===== src/rtl/fetch_pkg.sv =====
// Shared definitions for the instruction-fetch stage.
//   fetch_state_e : FSM encoding (FETCH / HOLD / DROP)
//   PC_INC        : byte distance between consecutive instructions
//   NOP_DEFAULT   : instruction word presented for bubbles
package fetch_pkg;

  typedef enum logic [1:0] {
    FETCH = 2'd0,
    HOLD  = 2'd1,
    DROP  = 2'd2
  } fetch_state_e;

  localparam int unsigned PC_INC      = 4;
  localparam logic [31:0] NOP_DEFAULT = 32'h0000_0000;

endpackage


===== src/rtl/fetch_stage_if.sv =====
// Instruction-memory request/acknowledge port.
//   imem_req   : fetch request (master -> slave)
//   imem_addr  : fetch byte address (master -> slave)
//   imem_ack   : response valid, meaningful only while imem_req=1 (slave -> master)
//   imem_rdata : instruction word, valid with imem_ack (slave -> master)
interface fetch_stage_if #(
  parameter int ADDR_W = 8,
  parameter int DATA_W = 32
) ();

  logic              imem_req;
  logic [ADDR_W-1:0] imem_addr;
  logic              imem_ack;
  logic [DATA_W-1:0] imem_rdata;

  modport master (
    output imem_req,
    output imem_addr,
    input  imem_ack,
    input  imem_rdata
  );

  modport slave (
    input  imem_req,
    input  imem_addr,
    output imem_ack,
    output imem_rdata
  );

endinterface


===== src/rtl/ifid_out_reg.sv =====
// IF/ID pipeline register presented to decode.
//   clk, reset : clock and synchronous active-high reset
//   bubble_i   : load a bubble (oIR=NOP, ovalid=0, oPC/oPC4 hold); wins over load_i
//   load_i     : load a real instruction ir_i fetched from pc_i
//   ir_i, pc_i : instruction and its address
//   oIR, oPC, oPC4, ovalid : registered IF/ID contents
module ifid_out_reg
  import fetch_pkg::*;
#(
  parameter int                ADDR_W = 8,
  parameter int                DATA_W = 32,
  parameter logic [DATA_W-1:0] NOP    = DATA_W'(NOP_DEFAULT)
) (
  input  logic              clk,
  input  logic              reset,
  input  logic              bubble_i,
  input  logic              load_i,
  input  logic [DATA_W-1:0] ir_i,
  input  logic [ADDR_W-1:0] pc_i,
  output logic [DATA_W-1:0] oIR,
  output logic [ADDR_W-1:0] oPC,
  output logic [ADDR_W-1:0] oPC4,
  output logic              ovalid
);

  logic [DATA_W-1:0] ir_q;
  logic [ADDR_W-1:0] pc_q;
  logic [ADDR_W-1:0] pc4_q;
  logic              valid_q;

  // IF/ID register: bubble beats load, otherwise hold.
  always_ff @(posedge clk) begin
    if (reset) begin
      ir_q    <= NOP;
      pc_q    <= {ADDR_W{1'b0}};
      pc4_q   <= {ADDR_W{1'b0}};
      valid_q <= 1'b0;
    end else if (bubble_i) begin
      // Address fields deliberately hold so decode sees a stable PC pair.
      ir_q    <= NOP;
      valid_q <= 1'b0;
    end else if (load_i) begin
      ir_q    <= ir_i;
      pc_q    <= pc_i;
      pc4_q   <= pc_i + ADDR_W'(PC_INC);
      valid_q <= 1'b1;
    end else begin
      ir_q    <= ir_q;
      pc_q    <= pc_q;
      pc4_q   <= pc4_q;
      valid_q <= valid_q;
    end
  end

  assign oIR    = ir_q;
  assign oPC    = pc_q;
  assign oPC4   = pc4_q;
  assign ovalid = valid_q;

endmodule


===== src/rtl/fetch_stage.sv =====
// MIPS32 instruction-fetch stage: owns the PC, drives the instruction-memory
// port, keeps one instruction in a skid buffer while decode stalls, and
// flushes wrong-path work on redirect.
//   clk, reset  : clock and synchronous active-high reset
//   imem        : instruction-memory port (master side)
//   stall       : hold IF/ID contents
//   redirect    : taken control transfer, flush and refetch from redirect_pc
//   redirect_pc : redirect target
//   oIR, oPC, oPC4, ovalid : IF/ID register to decode
module fetch_stage
  import fetch_pkg::*;
#(
  parameter int                ADDR_W   = 8,
  parameter int                DATA_W   = 32,
  parameter logic [ADDR_W-1:0] RESET_PC = {ADDR_W{1'b0}},
  parameter logic [DATA_W-1:0] NOP      = DATA_W'(NOP_DEFAULT)
) (
  input  logic              clk,
  input  logic              reset,
  fetch_stage_if.master     imem,
  input  logic              stall,
  input  logic              redirect,
  input  logic [ADDR_W-1:0] redirect_pc,
  output logic [DATA_W-1:0] oIR,
  output logic [ADDR_W-1:0] oPC,
  output logic [ADDR_W-1:0] oPC4,
  output logic              ovalid
);

  fetch_state_e      state_q, state_d;
  logic [ADDR_W-1:0] pc_q, pc_d;
  logic [DATA_W-1:0] buf_ir_q, buf_ir_d;
  logic [ADDR_W-1:0] buf_pc_q, buf_pc_d;
  logic [ADDR_W-1:0] pend_q, pend_d;

  logic              req_s;
  logic              ack_s;
  logic [ADDR_W-1:0] pc_inc_s;
  logic              ifid_bubble_s;
  logic              ifid_load_s;
  logic [DATA_W-1:0] ifid_ir_s;
  logic [ADDR_W-1:0] ifid_pc_s;

  // Request depends only on registered state, so ack never feeds back into it.
  assign req_s          = (state_q != HOLD);
  assign ack_s          = imem.imem_ack & req_s;
  assign pc_inc_s       = pc_q + ADDR_W'(PC_INC);
  assign imem.imem_req  = req_s & ~reset;
  assign imem.imem_addr = pc_q;

  // Next-state logic: redirect > stall > normal advance.
  always_comb begin
    state_d       = state_q;
    pc_d          = pc_q;
    buf_ir_d      = buf_ir_q;
    buf_pc_d      = buf_pc_q;
    pend_d        = pend_q;
    ifid_bubble_s = 1'b0;
    ifid_load_s   = 1'b0;
    ifid_ir_s     = imem.imem_rdata;
    ifid_pc_s     = pc_q;

    if (redirect) begin
      ifid_bubble_s = 1'b1;
      buf_ir_d      = {DATA_W{1'b0}};
      buf_pc_d      = {ADDR_W{1'b0}};
      // An outstanding request that has not been acked must still complete
      // (address held stable), so its response is dropped before refetching.
      if ((state_q == HOLD) || ack_s) begin
        pc_d    = redirect_pc;
        state_d = FETCH;
      end else begin
        pend_d  = redirect_pc;
        state_d = DROP;
      end
    end else begin
      case (state_q)
        FETCH: begin
          if (ack_s) begin
            pc_d = pc_inc_s;
            if (stall) begin
              buf_ir_d = imem.imem_rdata;
              buf_pc_d = pc_q;
              state_d  = HOLD;
            end else begin
              ifid_load_s = 1'b1;
            end
          end else if (!stall) begin
            ifid_bubble_s = 1'b1;
          end else begin
            ifid_bubble_s = 1'b0;
          end
        end
        HOLD: begin
          if (!stall) begin
            ifid_load_s = 1'b1;
            ifid_ir_s   = buf_ir_q;
            ifid_pc_s   = buf_pc_q;
            state_d     = FETCH;
          end else begin
            state_d = HOLD;
          end
        end
        DROP: begin
          // IF/ID already holds the flush bubble; only wait for the stale ack.
          if (ack_s) begin
            pc_d    = pend_q;
            state_d = FETCH;
          end else begin
            state_d = DROP;
          end
        end
        default: begin
          state_d = FETCH;
        end
      endcase
    end
  end

  // State, PC, skid buffer and pending redirect target.
  always_ff @(posedge clk) begin
    if (reset) begin
      state_q  <= FETCH;
      pc_q     <= RESET_PC;
      buf_ir_q <= {DATA_W{1'b0}};
      buf_pc_q <= {ADDR_W{1'b0}};
      pend_q   <= {ADDR_W{1'b0}};
    end else begin
      state_q  <= state_d;
      pc_q     <= pc_d;
      buf_ir_q <= buf_ir_d;
      buf_pc_q <= buf_pc_d;
      pend_q   <= pend_d;
    end
  end

  ifid_out_reg #(
    .ADDR_W (ADDR_W),
    .DATA_W (DATA_W),
    .NOP    (NOP)
  ) u_ifid (
    .clk      (clk),
    .reset    (reset),
    .bubble_i (ifid_bubble_s),
    .load_i   (ifid_load_s),
    .ir_i     (ifid_ir_s),
    .pc_i     (ifid_pc_s),
    .oIR      (oIR),
    .oPC      (oPC),
    .oPC4     (oPC4),
    .ovalid   (ovalid)
  );

endmodule


===== src/flat_wrapper.sv =====
// flat-port wrapper written by rule: the top's interface ports become plain ports
module fetch_stage_flat import fetch_pkg::*;
#(
  parameter int                ADDR_W   = 8,
  parameter int                DATA_W   = 32,
  parameter logic [ADDR_W-1:0] RESET_PC = {ADDR_W{1'b0}},
  parameter logic [DATA_W-1:0] NOP      = DATA_W'(NOP_DEFAULT)
)
  (clk, reset, stall, redirect, redirect_pc, oIR, oPC, oPC4, ovalid, imem_imem_req, imem_imem_addr, imem_imem_ack, imem_imem_rdata);
  fetch_stage_if #(.ADDR_W(ADDR_W), .DATA_W(DATA_W)) imem_i ();
  input  logic clk;
  input  logic reset;
  input  logic stall;
  input  logic redirect;
  input  logic [ADDR_W-1:0] redirect_pc;
  output logic [DATA_W-1:0] oIR;
  output logic [ADDR_W-1:0] oPC;
  output logic [ADDR_W-1:0] oPC4;
  output logic ovalid;
  output wire logic [$bits(imem_i.imem_req)-1:0] imem_imem_req;
  output wire logic [$bits(imem_i.imem_addr)-1:0] imem_imem_addr;
  input wire logic [$bits(imem_i.imem_ack)-1:0] imem_imem_ack;
  input wire logic [$bits(imem_i.imem_rdata)-1:0] imem_imem_rdata;
  assign imem_imem_req = imem_i.imem_req;
  assign imem_imem_addr = imem_i.imem_addr;
  assign imem_i.imem_ack = imem_imem_ack;
  assign imem_i.imem_rdata = imem_imem_rdata;
  fetch_stage #(.ADDR_W(ADDR_W), .DATA_W(DATA_W), .RESET_PC(RESET_PC), .NOP(NOP)) u_core (.clk(clk), .reset(reset), .imem(imem_i), .stall(stall), .redirect(redirect), .redirect_pc(redirect_pc), .oIR(oIR), .oPC(oPC), .oPC4(oPC4), .ovalid(ovalid));
endmodule

===== config.mk =====
export PLATFORM = sky130hd
export DESIGN_NAME = fetch_stage_flat
export DESIGN_NICKNAME = d
export VERILOG_FILES = /design/src/rtl/fetch_pkg.sv /design/src/rtl/fetch_stage_if.sv /design/src/rtl/ifid_out_reg.sv /design/src/rtl/fetch_stage.sv /design/src/flat_wrapper.sv
export SDC_FILE = /design/constraint.sdc
export NUM_CORES = 1
export LEC_CHECK = 0
export CAP_MARGIN = 5
export CORE_ASPECT_RATIO = 0.8
export CORE_MARGIN = 2
export CORE_UTILIZATION = 60
export CTS_CLUSTER_DIAMETER = 200
export DETAILED_ROUTE_END_ITERATION = 7
export DONT_BUFFER_PORTS = 1
export GPL_TIMING_DRIVEN = 1
export MAX_ROUTING_LAYER = met4
export PLACE_DENSITY_LB_ADDON = 0.15
export SYNTH_ARGS = -nofsm -noshare
export SYNTH_HDL_FRONTEND = slang
export SYNTH_SLANG_ARGS = --single-unit

===== constraint.sdc =====
create_clock -name clk -period 3.7 [get_ports clk]
set_clock_uncertainty 0.15 [all_clocks]
set_input_delay 0.37 -clock clk [delete_from_list [all_inputs] [get_ports clk]]
set_output_delay 0.37 -clock clk [all_outputs]
set_load 0.02 [all_outputs]

==> summary.txt, run 1 <==
Critical path
  – Critical R2R Launch: u_core.state_q[0]
  – Startpoint types: flop
  – Worst reg-to-reg path cell count: 9
  – Critical path's slowest cell: dfxtp_1
  – Critical-path cell list: nor4b_4 > buf_4 > mux2i_1 > inv_1 > ha_1 > nand3_1 > xnor2_1 > mux2i_1 > o21ai_0
  – Critical Path Max Stage Delay: between 0.5 and 0.6 ns
  – Crit path max fanout: 15
  – Worst path depth: 9
  – FF-to-FF End: u_core.u_ifid.oPC4[6]
  – Cell family with most CP delay: flip-flops
  – Arr. time, crit path: approximately 2.7 ns
  – Setup slack, reg-to-reg: around 1.1 ns
  – Worst setup EP type: flop
  – Crit Path Class: reg -> reg
  – Crit path buf inv count: 2
  – Worst EP required: 3.85 ns
  – Crit-path most repeated cell: mux2i_1

Die
  – Die span in y: about 84 um
  – Width of the die: a little over 100 um
  – Core Rows: 29
  – Core ar.: 7840 um^2
  – Die footprint: 8730 um^2
  – Initial Util: approximately three fifths
  – Ports: roughly 100

Global routing
  – Gr ovfl total: 0
  – Antenna violations before repair: 0
  – Vias in the first global route: 3,589
  – GRT Util Overall: between 20 and 30%
  – Largest net degree at the start of global routing: 46
  – First-pass GRT wire length: 17.8 mm

Drt
  – DRC: 0
  – Post-DR wirelength/cell: 16.6 um
  – DR vias/cell: approximately 5.6
  – Detailed Route Iter0 Violations: 241
  – Vias: 3,615
  – Routed Antenna Nets: 0
  – Routed WL: between 10 and 15 mm
  – Pre-antenna DRT Iters: 5

Layout
  – Most common cell after layout, fill and taps aside: dfxtp_1
  – Nets: roughly 580
  – Share of cells above drive strength 1: 13.1%
  – Filler Cell Count: 664
  – Commonest non-fill, non-tap cells in the layout: 105 x dfxtp_1, 91 x nand2_1, 61 x nor2_1
  – Synth-to-Final Area Change: 9.53%
  – ANT cells: 0
  – Design Area, Final: around 5300 um^2

Clock network
  – Clock Path Buffers: 2
  – Skew-Pair Late Insertion Delay: roughly 0.36 ns
  – Post_cts resized: 0
  – CTS clk-pin slew, worst paths: ~0.10 ns
  – Post-CTS Setup Inserts: 0
  – CTS tree: done
  – CTS Buf Count: 9
  – Clk root buf: clkbuf_8
  – # clock sinks: between 100 and 150
  – H-tree levels: 3
  – # hold bufs at CTS: 39

Yosys
  – Synth area leaders: dfxtp_1 44%, mux2i_1 10%, a211oi_2 9.9%, nand2_1 7.1%, nor2_1 4.8%
  – Post-synth EDFFs: 0
  – Top FF cell, synth: dfxtp_1
  – Async SR Flop Fraction: 0%
  – Synth Register Bits: roughly 110
  – Synth warn: 0
  – Post-Synthesis Cell Area: 4790 um^2
  – Synth unique cells: between 40 and 50
  – Gate Count Post-Synth: between 500 and 600
  – Avg Cell Area, Syn: 9.22 um^2
  – Synth Net Count: 567
  – Area leader, netlist: dfxtp_1
  – Seq/Total Area, Yosys: between 40 and 50%
  – Post-synth top area share: 43.8%

Timing
  – Fmax: slightly below 0.4 GHz
  – Final min period: between 2 and 3 ns
  – Max-slew violations: 0
  – Final Hold Viols: 0
  – Worst rel slew slack: between 20 and 25%
  – TNS Setup: 0 ns
  – Slew @ Worst Pin: 1.13 ns
  – Fin crit share: a little over two thirds
  – RSZ-0062 raised after global routing: false
  – Setup violations, final: 0

Power and ir drop
  – Power Density: about 400 nW/um^2
  – Max IR drop VDD: about 0.24 mV
  – Leak pwr: about 1.7 nW

Hold path
  – Hold EP: u_core.buf_ir_q[7]
  – Worst Hold Class: in -> reg
  – Hold path cells: 2
  – Worst hold start: imem_imem_rdata[7]

Placed design
  – Post-DP HPWL: about 6.7 mm
  – Cell Area, Placed: 4680 um^2
  – Gpl congestion: 0.804
  – I/O Buffers: 0

Run
  – Max_cap viols: 0

Run status
  – Status: complete, no violations
## state kept, by name, summed over array words and instances (netlist names)
signal,flops
u_core.buf_ir_q,32
u_core.buf_pc_q,8
u_core.imem.imem_addr,8
u_core.pend_q,8
u_core.state_q,2
u_core.u_ifid.oIR,32
u_core.u_ifid.oPC,8
u_core.u_ifid.oPC4,6
u_core.u_ifid.ovalid,1
## routing by layer
layer	vias to the layer above	global-route usage, %	share of wire [%]
li1	1815	-	-
met1	1694	34.6	47
met2	94	38.8	45
met3	12	6.95	6.5
met4	0	5.90	0.91
met5	-	-	0
## cells by family after synthesis
group | synth area share [%]
compound gates | 19.1
fa+ha+maj | 0.522
simple gates | 17.9
flops | 43.8
xor+xnor | 1.28
mux | 10.7
buf+inv | 6.65
## through the flow
stage	utilization (%)	hold WS, ns	setup WS (ns)	std cells	power [mW]
floorplan	-	0.286	1.66	520	1.41
global placement	59.7	0.291	1.27	587	1.43
detailed placement	59.7	0.293	1.10	587	1.43
CTS	67.0	0.000935	1.11	642	2.12
global route	67.0	0.00168	0.909	642	2.19
finish	67.0	0.0109	1.13	642	2.11
## final cells by class
| class | instances | area (um^2) | share of cell area (%) |
|---|---|---|---|
| inverters | 1 | 3.75 | 0.0715 |
| clock inverters | 5 | 38.8 | 0.739 |
| flip-flops and latches | 105 | 2100 | 40.0 |
| clock buffers | 11 | 141 | 2.69 |
| repair buffers | 46 | 443 | 8.43 |
| multi-input cells | 366 | 2390 | 45.5 |
| well taps | 108 | 135 | 2.57 |
## Yosys cell counts (2+ instances only)
master,n
a211o_1,2
a211oi_1,4
a211oi_2,38
a21oi_1,45
and3_1,2
buf_2,11
buf_4,13
buf_6,3
buf_8,3
clkbuf_1,16
dfxtp_1,105
ha_1,2
mux2_2,2
mux2i_1,49
nand2_1,91
nand2b_1,6
nand3_1,8
nand3b_1,5
nor2_1,61
nor2b_1,2
nor3_1,9
nor3b_1,2
o211ai_1,2
o21a_1,2
o21ai_0,9
o21ai_1,2
o221a_2,2
or3_1,2
xnor2_1,5
xor2_1,2
## worst reg2reg max path, delay by kind of cell, from the launching register on
| family | cells | cell delay [ns] |
|---|---|---|
| DFF | 1 | 0.59 |
| muxes | 2 | 0.46 |
| and+or+nand+nor | 2 | 0.42 |
| buffers and inverters | 2 | 0.39 |
| adders and majority gates | 1 | 0.24 |
| AOI/OAI and AO/OA | 1 | 0.15 |
| xor gates and xnor gates | 1 | 0.12 |
## report_power, final
group	internal (mW)	switching (mW)	total (mW)
logic	0.0960	0.126	0.222
clock network	0.268	0.392	0.660
registers	1.16	0.0625	1.23
total	1.53	0.581	2.11
## how the worst max path moves through the flow
stage	from	endpoint
2_1_floorplan	redirect	u_core.u_ifid.oPC4[6]
3_3_place_gp	u_core.state_q[0]	u_core.u_ifid.oPC4[6]
3_5_place_dp	u_core.state_q[0]	u_core.u_ifid.oPC4[6]
4_1_cts	u_core.state_q[0]	u_core.u_ifid.oPC4[6]
5_1_grt	u_core.state_q[0]	u_core.u_ifid.oPC4[6]
6_report	u_core.state_q[0]	u_core.u_ifid.oPC4[6]
Note: power is estimated with default switching activity, not from simulation.
==> run 2: changes to the inputs <==
Clock period 3.7 ns to 2.6 ns, I/O delays scaled along.
==> summary.txt, run 2 (synthesis gave the netlist of run 1 again) <==
Run status
  – Status: complete, no violations (unchanged)

Timing
  – Setup violations, final: 0 (unchanged)
  – Worst rel slew slack: 43.4% (was 24.6%)
  – Final Hold Viols: 0 (unchanged)
  – Slew @ Worst Pin: 0.848 ns (was 1.13 ns)
  – Fmax: 0.473 GHz (was 0.389 GHz)
  – Max-slew violations: 0 (unchanged)
  – TNS Setup: 0 ns (unchanged)
  – RSZ-0062 raised after global routing: false (unchanged)
  – Fin crit share: 81.3% (was 69.5%)
  – Final min period: 2.11 ns (was 2.57 ns)

Placed design
  – Post-DP HPWL: 6.52 mm (was 6.65 mm)
  – Gpl congestion: 0.859 (was 0.804)
  – I/O Buffers: 0 (unchanged)
  – Placed Cells: 591 (was 587)

Die
  – Width of the die: 104 um (unchanged)
  – Initial Util: 61.2% (unchanged)
  – Ports: 103 (unchanged)
  – Core Rows: 29 (unchanged)
  – Die span in y: 84.0 um (unchanged)
  – Core ar.: 7840 um^2 (unchanged)
  – Die footprint: 8730 um^2 (unchanged)

Hold path
  – Worst hold start: imem_imem_rdata[20] (was imem_imem_rdata[7])
  – Hold EP: u_core.u_ifid.oIR[20] (was u_core.buf_ir_q[7])
  – Worst Hold Class: in -> reg (unchanged)
  – Hold path cells: 2 (unchanged)

Critical path
  – Critical path's slowest cell: buf_4 (was dfxtp_1)
  – Critical R2R Launch: u_core.state_q[1] (was u_core.state_q[0])
  – Worst setup EP type: flop (unchanged)
  – Crit Path Class: reg -> reg (unchanged)
  – Critical-path cell list: nor4b_4 > buf_4 > mux2i_1 > xor2_1 > o21ai_1 (was nor4b_4 > buf_4 > mux2i_1 > inv_1 > ha_1 > nand3_1 > xnor2_1 > mux2i_1 > o21ai_0)
  – Worst reg-to-reg path cell count: 5 (was 9)
  – Crit path buf inv count: 1 (was 2)
  – Worst EP required: 2.70 ns (was 3.85 ns)
  – Arr. time, crit path: 2.21 ns (was 2.72 ns)
  – Crit path max fanout: 29 (was 15)
  – Critical Path Max Stage Delay: 0.50 ns (was 0.59 ns)
  – Setup slack, reg-to-reg: 0.49 ns (was 1.13 ns)
  – FF-to-FF End: u_core.u_ifid.oPC4[4] (was u_core.u_ifid.oPC4[6])
  – Startpoint types: flop (unchanged)
  – Cell family with most CP delay: buffers and inverters (was flip-flops)

Drt
  – Routed Antenna Nets: 0 (unchanged)
  – Routed WL: 10.7 mm (about the same)
  – DR vias/cell: 5.69 (was 5.63)
  – Pre-antenna DRT Iters: 4 (was 5)
  – DRC: 0 (unchanged)
  – Detailed Route Iter0 Violations: 202 (was 241)
  – Post-DR wirelength/cell: 16.3 um (was 16.6 um)
  – Vias: 3,713 (was 3,615)

Layout
  – Multi-input gate area: 2390 um^2 (unchanged)
  – Filler Cell Count: 634 (was 664)
  – Commonest non-fill, non-tap cells in the layout: 105 x dfxtp_1, 91 x nand2_1, 61 x nor2_1 (unchanged)
  – Nets: 586 (was 576)
  – Fin cells: 652 (was 642)
  – Most common cell after layout, fill and taps aside: dfxtp_1 (unchanged)
  – Synth-to-Final Area Change: 12.8% (was 9.53%)
  – Share of cells above drive strength 1: 14.0% (was 13.1%)
  – FF/Latch Area: 2100 um^2 (unchanged)
  – ANT cells: 0 (unchanged)

Power and ir drop
  – Net Switching: 0.841 mW (was 0.581 mW)
  – Max IR drop VDD: 0.352 mV (was 0.243 mV)
  – Sequential power share: 54.4% (was 58.2%)
  – Leak pwr: 1.76 nW (was 1.68 nW)
  – P_int: 2.36 mW (was 1.53 mW)
  – Clock Power Share: 34.9% (was 31.3%)
  – Power Density: 591 nW/um^2 (was 401 nW/um^2)
  – Combinational power share: 10.7% (was 10.5%)
  – Sw Ratio: 26.3% (was 27.6%)

Clock network
  – Clock Path Buffers: 2 (unchanged)
  – Skew-Pair Late Insertion Delay: 0.35 ns (was 0.36 ns)
  – Clk root buf: clkbuf_8 (unchanged)
  – Post_cts resized: 0 (unchanged)
  – H-tree levels: 3 (unchanged)
  – # clock sinks: 105 (unchanged)
  – CTS Buf Count: 9 (unchanged)
  – CTS clk-pin slew, worst paths: 0.10 ns (about the same)
  – CTS tree: done (unchanged)

Global routing
  – First-pass GRT wire length: 18.0 mm (was 17.8 mm)
  – Vias in the first global route: 3,614 (was 3,589)
  – Gr ovfl total: 0 (unchanged)
  – Routing usage on met3: 5.93% (was 6.95%)
  – Met1 Use GR: 35.6% (was 34.6%)
  – Largest net degree at the start of global routing: 58 (was 46)
  – Antenna violations before repair: 0 (unchanged)
  – M2 GR Usage: 37.9% (was 38.8%)
  – GRT Util Overall: 25.8% (was 25.7%)
  – Busiest grt layer: met2 (unchanged)

Run
  – Max_cap viols: 0 (unchanged)
-- run 2: layout make-up --
class | count | area share [%]
Tap cell | 108 | 2.50
Clock inverter | 7 | 1.87
Sequential cell | 105 | 38.9
Inverter | 1 | 0.0694
Timing Repair Buffer | 56 | 10.3
Multi-Input combinational cell | 366 | 44.1
Clock buffer | 9 | 2.29
-- run 2: worst max path at each step --
| stage | slack, ns | cells past startpoint | to | startpoint |
|---|---|---|---|---|
| 4_1_cts | 0.49 | 5 | u_core.u_ifid.oPC4[4] | u_core.state_q[1] |
| 6_report | 0.49 | 5 | u_core.u_ifid.oPC4[4] | u_core.state_q[1] |
| 3_3_place_gp | 0.56 | 8 | u_core.u_ifid.oPC4[6] | u_core.state_q[1] |
| 3_5_place_dp | 0.52 | 5 | u_core.u_ifid.oPC4[4] | u_core.state_q[1] |
| 5_1_grt | 0.32 | 5 | u_core.buf_ir_q[30] | u_core.state_q[1] |
| 2_1_floorplan | 0.58 | 9 | u_core.u_ifid.oPC4[6] | u_core.state_q[1] |
-- run 2: metrics by stage --
| stage | power (mW) | setup slack (ns) | cell area (um^2) | util (%) | hold WS (ns) |
|---|---|---|---|---|---|
| 2_1_floorplan | 2.01 | 0.583 | 4790 | - | 0.228 |
| 3_3_place_gp | 2.04 | 0.560 | 4720 | 60.3 | 0.182 |
| 3_5_place_dp | 2.05 | 0.518 | 4720 | 60.3 | 0.181 |
| 4_1_cts | 3.22 | 0.489 | 5400 | 68.9 | 0.000985 |
| 5_1_grt | 3.33 | 0.318 | 5410 | 69.0 | 0.00120 |
| 6_report | 3.20 | 0.487 | 5410 | 69.0 | 0.0117 |
-- run 2: worst register-to-register path, cell delays in order (launching register included) --
cell	delay [ns]
dfxtp_1	0.35
nor4b_4	0.38
buf_4	0.50
mux2i_1	0.37
xor2_1	0.19
o21ai_1	0.08
-- run 2: metal layers --
metal | vias to the layer above | routed length, um | share of wire, %
met3 | 22 | 600 | 5.6
li1 | 1836 | - | -
met4 | 0 | 174 | 1.6
met1 | 1739 | 5040 | 47
met2 | 116 | 4850 | 45
met5 | - | 0 | 0
-- run 2: power groups by stage --
stage,clock network [mW],logic [mW],registers [mW]
4_1_cts,1.14,0.340,1.74
3_5_place_dp,0,0.270,1.78
3_3_place_gp,0,0.264,1.77
6_report,1.12,0.343,1.74
2_1_floorplan,0,0.259,1.75
5_1_grt,1.21,0.378,1.75
-- run 2: timing repair --
item	in CTS	in global routing
hold endpoints to repair	67	1
buffers inserted	0	0
setup endpoints to repair	0	0
hold buffers	44	1
